**config.mk**
```make
export PLATFORM = sky130hd
export DESIGN_NAME = rx_fifo
export DESIGN_NICKNAME = d
export VERILOG_FILES = /design/src/rtl/rx_fifo.sv
export SDC_FILE = /design/constraint.sdc
export NUM_CORES = 1
export LEC_CHECK = 0
export BUFFER_PORTS_ARGS = -buffer_cell sky130_fd_sc_hd__buf_4
export CORE_ASPECT_RATIO = 1.2
export CORE_UTILIZATION = 40
export CTS_CLUSTER_SIZE = 8
export DETAILED_ROUTE_END_ITERATION = 16
export PLACE_DENSITY = 0.63
export SLEW_MARGIN = 5
export SYNTH_ARGS = -nofsm -noshare
export SYNTH_HDL_FRONTEND = slang
export SYNTH_SLANG_ARGS = --single-unit
```
**constraint.sdc**
```tcl
create_clock -name clk -period 3.2 [get_ports clk]
set_input_delay 0.16 -clock clk [delete_from_list [all_inputs] [get_ports clk]]
set_output_delay 0.16 -clock clk [all_outputs]
set_load 0.05 [all_outputs]
```
**src/rtl/rx_fifo.sv**
```systemverilog
// rx_fifo: byte-wide receive FIFO between the UART byte strobe and the
// PicoRV32 memory bus. Two-word register window (DATA pops, STATUS reports
// fill/overflow and accepts clear/flush) with one wait state per access.
// Optional level interrupt at a fill threshold, enabled by defining the
// macro RX_FIFO_IRQ_EN; without it irq is tied low.
module rx_fifo #(
  parameter int DEPTH         = 16,
  parameter int IRQ_THRESHOLD = 1
) (
  input  logic        clk,
  input  logic        rst,
  input  logic        wr_en,
  input  logic [7:0]  wr_data,
  input  logic        cs,
  input  logic        addr,
  input  logic [3:0]  wstrb,
  input  logic [31:0] wdata,
  output logic        ready,
  output logic [31:0] rdata,
  output logic        irq
);

  localparam int AW = $clog2(DEPTH);
  localparam logic [AW:0] DEPTH_CNT = (AW+1)'(DEPTH);

  // Parameter sanity checks at elaboration.
  if (DEPTH < 2 || DEPTH > 256 || (DEPTH & (DEPTH - 1)) != 0) begin : g_bad_depth
    $error("rx_fifo: DEPTH must be a power of two in 2..256");
  end
  if (IRQ_THRESHOLD < 1 || IRQ_THRESHOLD > DEPTH) begin : g_bad_thr
    $error("rx_fifo: IRQ_THRESHOLD must be in 1..DEPTH");
  end

  typedef enum logic {
    IDLE = 1'b0,
    ACK  = 1'b1
  } state_t;

  state_t        state, state_next;
  logic [7:0]    mem [DEPTH];
  logic [AW-1:0] wr_ptr, rd_ptr;
  logic [AW:0]   count;
  logic          ovf;
  logic          full, empty;
  logic          access, pop, st_wr, flush, clr_ovf;
  logic          push_ok, push_drop;
  logic [31:0]   rdata_next;
  logic          unused_bits;

  // Only wstrb[0] and wdata[1:0] carry meaning on the STATUS write.
  assign unused_bits = ^{wstrb[3:1], wdata[31:2]};

  assign full  = (count == DEPTH_CNT);
  assign empty = (count == '0);
  assign ready = (state == ACK);

  // Access strobes: the access happens on the edge where IDLE sees cs.
  assign pop     = access && !addr && (wstrb == 4'b0) && !empty;
  assign st_wr   = access && addr && wstrb[0];
  assign flush   = st_wr && wdata[1];
  assign clr_ovf = st_wr && wdata[0];

  // A flush discards the incoming byte without flagging overflow; a
  // concurrent pop frees the slot, so a full FIFO still accepts.
  assign push_ok   = wr_en && !flush && (!full || pop);
  assign push_drop = wr_en && !flush && full && !pop;

  // Bus state register.
  always_ff @(posedge clk or posedge rst) begin
    if (rst) state <= IDLE;
    else     state <= state_next;
  end

  // Bus next-state: one access per transaction, cs ignored while acking.
  always_comb begin
    state_next = state;
    access     = 1'b0;
    case (state)
      IDLE: begin
        if (cs) begin
          access     = 1'b1;
          state_next = ACK;
        end
      end
      ACK:     state_next = IDLE;
      default: state_next = IDLE;
    endcase
  end

  // Read data for the access being performed; writes return zero.
  // Count is truncated to 8 bits, so DEPTH=256 shows 0 there with full set.
  always_comb begin
    rdata_next = '0;
    if (wstrb == 4'b0) begin
      if (!addr) begin
        if (!empty) rdata_next = {23'b0, 1'b1, mem[rd_ptr]};
      end else begin
        rdata_next = {16'b0, 8'(count), 5'b0, ovf, full, empty};
      end
    end
  end

  // Registered read data, held until the next access.
  always_ff @(posedge clk or posedge rst) begin
    if (rst)         rdata <= '0;
    else if (access) rdata <= rdata_next;
  end

  // Byte storage; no reset needed, entries are only read once written.
  always_ff @(posedge clk) begin
    if (push_ok) mem[wr_ptr] <= wr_data;
  end

  // Pointers and fill count; flush overrides any push or pop.
  always_ff @(posedge clk or posedge rst) begin
    if (rst) begin
      wr_ptr <= '0;
      rd_ptr <= '0;
      count  <= '0;
    end else if (flush) begin
      wr_ptr <= '0;
      rd_ptr <= '0;
      count  <= '0;
    end else begin
      if (push_ok) wr_ptr <= wr_ptr + 1'b1;
      if (pop)     rd_ptr <= rd_ptr + 1'b1;
      case ({push_ok, pop})
        2'b10:   count <= count + 1'b1;
        2'b01:   count <= count - 1'b1;
        default: count <= count;
      endcase
    end
  end

  // Sticky overflow; a drop in the same cycle as a clear leaves it set.
  always_ff @(posedge clk or posedge rst) begin
    if (rst)            ovf <= 1'b0;
    else if (push_drop) ovf <= 1'b1;
    else if (clr_ovf)   ovf <= 1'b0;
  end

`ifdef RX_FIFO_IRQ_EN
  localparam logic [AW:0] THR_CNT = (AW+1)'(IRQ_THRESHOLD);

  // Threshold interrupt, registered from the pre-edge count.
  always_ff @(posedge clk or posedge rst) begin
    if (rst) irq <= 1'b0;
    else     irq <= (count >= THR_CNT);
  end
`else
  assign irq = 1'b0;
`endif

endmodule

```
==> key figures <==
Global route
  • GRT Total Usage: 16.0%
  • GR Overflow Total: 0
  • Vias in the first global route: 3,575
  • Largest net degree at the start of global routing: 29
  • Initial antenna violation count: 0
  • First-pass GRT wire length: 20,100 um

Clock tree
  • Root buffer cell: clkbuf_16
  • Max Root-Sink Buffers: 2
  • Skew-Pair Late Insertion Delay: 0.41 ns
  • Clock Pin Slew Worst Setup and Hold Paths: 0.07 ns
  • H-tree depth: 4
  • Num CTS Buffers: 17
  • Postcts setup bufs: 0
  • Hold-fix buffers at CTS: 0
  • CTS tree: done
  • # clock sinks: 156
  • Post-cts resize count: 0

STA
  • Slew Viols, Final: 0
  • Slew headroom: 28.1%
  • Setup TNS: 0 ns
  • Final hold viol count: 0
  • Fin Clk Skew: 0.0108 ns
  • Max Clock Freq: 0.342 GHz
  • Worst slew pin tran: 1.08 ns
  • Final period util: 91.5%
  • Min Tclk post-route: 2.93 ns
  • Final hold slack: 0.0178 ns
  • Final WS setup: 0.272 ns
  • Endpoints failing setup: 0
  • RSZ-0062 raised after global routing: false

Place
  • Routability Congestion: 0.829
  • Port-buffer cells: 32
  • Pre-CTS setup slack: 0.262 ns
  • Dpl cells: 626
  • Detailed-placement wirelength estimate: 8470 um

Synth
  • Post-Synthesis Mean Instance Area: 17.1 sq um
  • Async SR Flop Fraction: 17.9%
  • Most common cell in the netlist: edfxtp_1
  • Number of flops mapped to enable cells by yosys: 128
  • Mux cell area share after synthesis: 12.5%
  • Synth cell types: 55
  • Synth Area in Compound Gates: 6.62%
  • Post-Syn Area: 6680 sq um
  • Simple-gate share of the synthesized area: 5.92%
  • Synth Area in Adders: 1.31%
  • Post-Synthesis Cells: 390
  • Synth top area share: 57.6%
  • Seq/Total Area, Yosys: 68.1%
  • Synthesis Warnings: 0
  • Synth top area cells: edfxtp_1 (58%), mux4_2 (11%), dfrtp_1 (10%)
  • Main combinational cell family by area after synthesis: multiplexers
  • Yosys reg bits: 156
  • Post-synth top cells: edfxtp_1 (128), mux4_2 (32), dfrtp_1 (28)
  • Ys flop type: edfxtp_1
  • Post-synthesis xor/xnor area fraction: 1.05%
  • Area leader, netlist: edfxtp_1

Pwr
  • Internal Power: 3.89 mW
  • Maximum vdd ir drop: 0.000449 V
  • Pwr per Cell Area: 700 nW/um^2
  • Psw: 1.52 mW
  • Clock power share: 35.2%
  • Leakage: 2.68 nW
  • Combinational share of power: 16.8%
  • Sequential power share: 48.0%
  • Design Power: 5.41 mW
  • Switch share: 28.1%

Cells and area
  • Layout cells sized above 1: 29.6%
  • Layout Nets: 489
  • Antenna Cells: 0
  • Synthesis-to-layout area growth: 15.7%
  • Layout Cells excl Fill: 658

Worst setup path
  • Critical path required time: 3.52 ns
  • CP Class: reg -> reg
  • Critical path arrival: 3.25 ns
  • CP endpoint kind: flop
  • Crit Path Max Fanout: 7
  • Startpoint Class: flop

Drt
  • Final ANT Viol Nets: 0
  • Router iterations before antenna repair: 4
  • Wire length per cell: 19.4 um
  • Drc violations: 0
  • DR iter-0 viols: 191
  • Via count: 3,496
  • Drt total wl: 12,800 um
  • Vias per std cell: 5.31

Floorplanning
  • Die Y: 144 um
  • Overall die area: 17,200 sq um
  • Die width: 120 um
  • Row count: 51
  • Initial Utilization: 41.0%
  • Core Region: 16,300 sq um
  • Num ports: 83

Job
  • Number of max-cap violations: 0

Min path
  • Worst hold-check path type: in -> async

Outcome
  • Status: finished clean
## worst paths after layout
| kind | depth (start not counted) | to | from | slack [ns] |
|---|---|---|---|---|
| min | 2 | rdata[4] | rst | 0.02 |
| max | 10 | count[4] | ready | 0.27 |
| min reg2reg | 1 | rdata[12] | rdata[12] | 0.50 |
| max reg2reg | 10 | count[4] | ready | 0.27 |
| max in group asynchronous | 2 | rd_ptr[0] | rst | 2.46 |
| min in group clk | 1 | mem[10][0] | wr_data[0] | 0.05 |
## logic make-up (layout without fill, tap and decap cells)
| kind of cell | Yosys count | in the layout |
|---|---|---|
| AND/OR/NAND/NOR | 67 | 67 |
| other | 1 | 20 |
| buffers and inverters | 55 | 92 |
| adder cells (fa/ha/maj) | 7 | 7 |
| multiplexers | 43 | 43 |
| AO/OA/AOI/OAI | 53 | 53 |
| XOR/XNOR | 8 | 8 |
| flip-flops | 156 | 156 |
## cells in the final DEF (no fill, tap or decap), types with 2 or more instances in the layout
cell        netlist  final
a211oi_1          8      8
a21oi_1          11     11
a221o_1           2      2
a22o_1            9      9
a32oi_1           2      2
and2_1            8      8
buf_4            21     47
clkbuf_16         0     17
clkinv_4          0      2
clkinvlp_4        0      4
conb_1            1     20
dfrtp_1          28     27
edfxtp_1        128    128
ha_1              7      7
inv_1            12     12
inv_6             0      5
mux2_2            2      2
mux2i_1           9      9
mux4_2           32     32
nand2_1          12     12
nand4_1           6      6
nor2_1           16     16
nor2b_1           6      6
nor3b_2           2      2
nor4_2            0      4
o21ai_0           4      4
o21ai_1           2      2
o31ai_1           2      2
xnor2_1           2      2
xor2_1            6      6
## critical path, stage by stage (launching register included)
cell and delay (ns):
dfrtp_1 0.39, or3b_2 0.56, a211o_1 0.36, a21oi_4 0.23, xor2_1 0.10, ha_1 0.24, or3_1 0.32, a21oi_1 0.16
o211ai_1 0.12, o21a_1 0.15, o311ai_2 0.20
## per-stage QoR
stage	area [sq um]	util (%)
finish	7720	47.5
global placement	7160	44.0
detailed placement	7160	44.0
global route	7720	47.5
floorplan	6750	-
CTS	7720	47.5
## metal layers
layer / vias up / wire (um) / track usage [%]
li1: 1578 / - / -
met5: - / 0 / 0
met4: 0 / 198 / 6.64
met3: 12 / 397 / 3.13
met1: 1825 / 5420 / 19.0
met2: 81 / 6740 / 28.2
## power groups by stage
stage | Combinational [mW] | Sequential (mW) | Clock, mW
2_1_floorplan | 0.732 | 2.53 | 0
3_3_place_gp | 0.896 | 2.63 | 0
3_5_place_dp | 0.913 | 2.64 | 0
4_1_cts | 0.920 | 2.60 | 1.93
5_1_grt | 0.990 | 2.62 | 2.01
6_report | 0.910 | 2.60 | 1.90
## state kept, by name, indices dropped and copies added, names as in the netlist
| register | flops |
|---|---|
| mem | 128 |
| rdata | 13 |
| count | 5 |
| ready | 1 |
| wr_ptr | 4 |
| ovf | 1 |
| rd_ptr | 4 |
## cell type report
class	count	area, sq um
fill	1338	8550
timing repair buffer	48	373
inverter	12	45.0
multi-input combinational	198	1930
sequential	156	4550
clock inverter	14	138
clock buffer	18	429
tap	212	265
No activity file was read; power rests on OpenSTA's default activity.
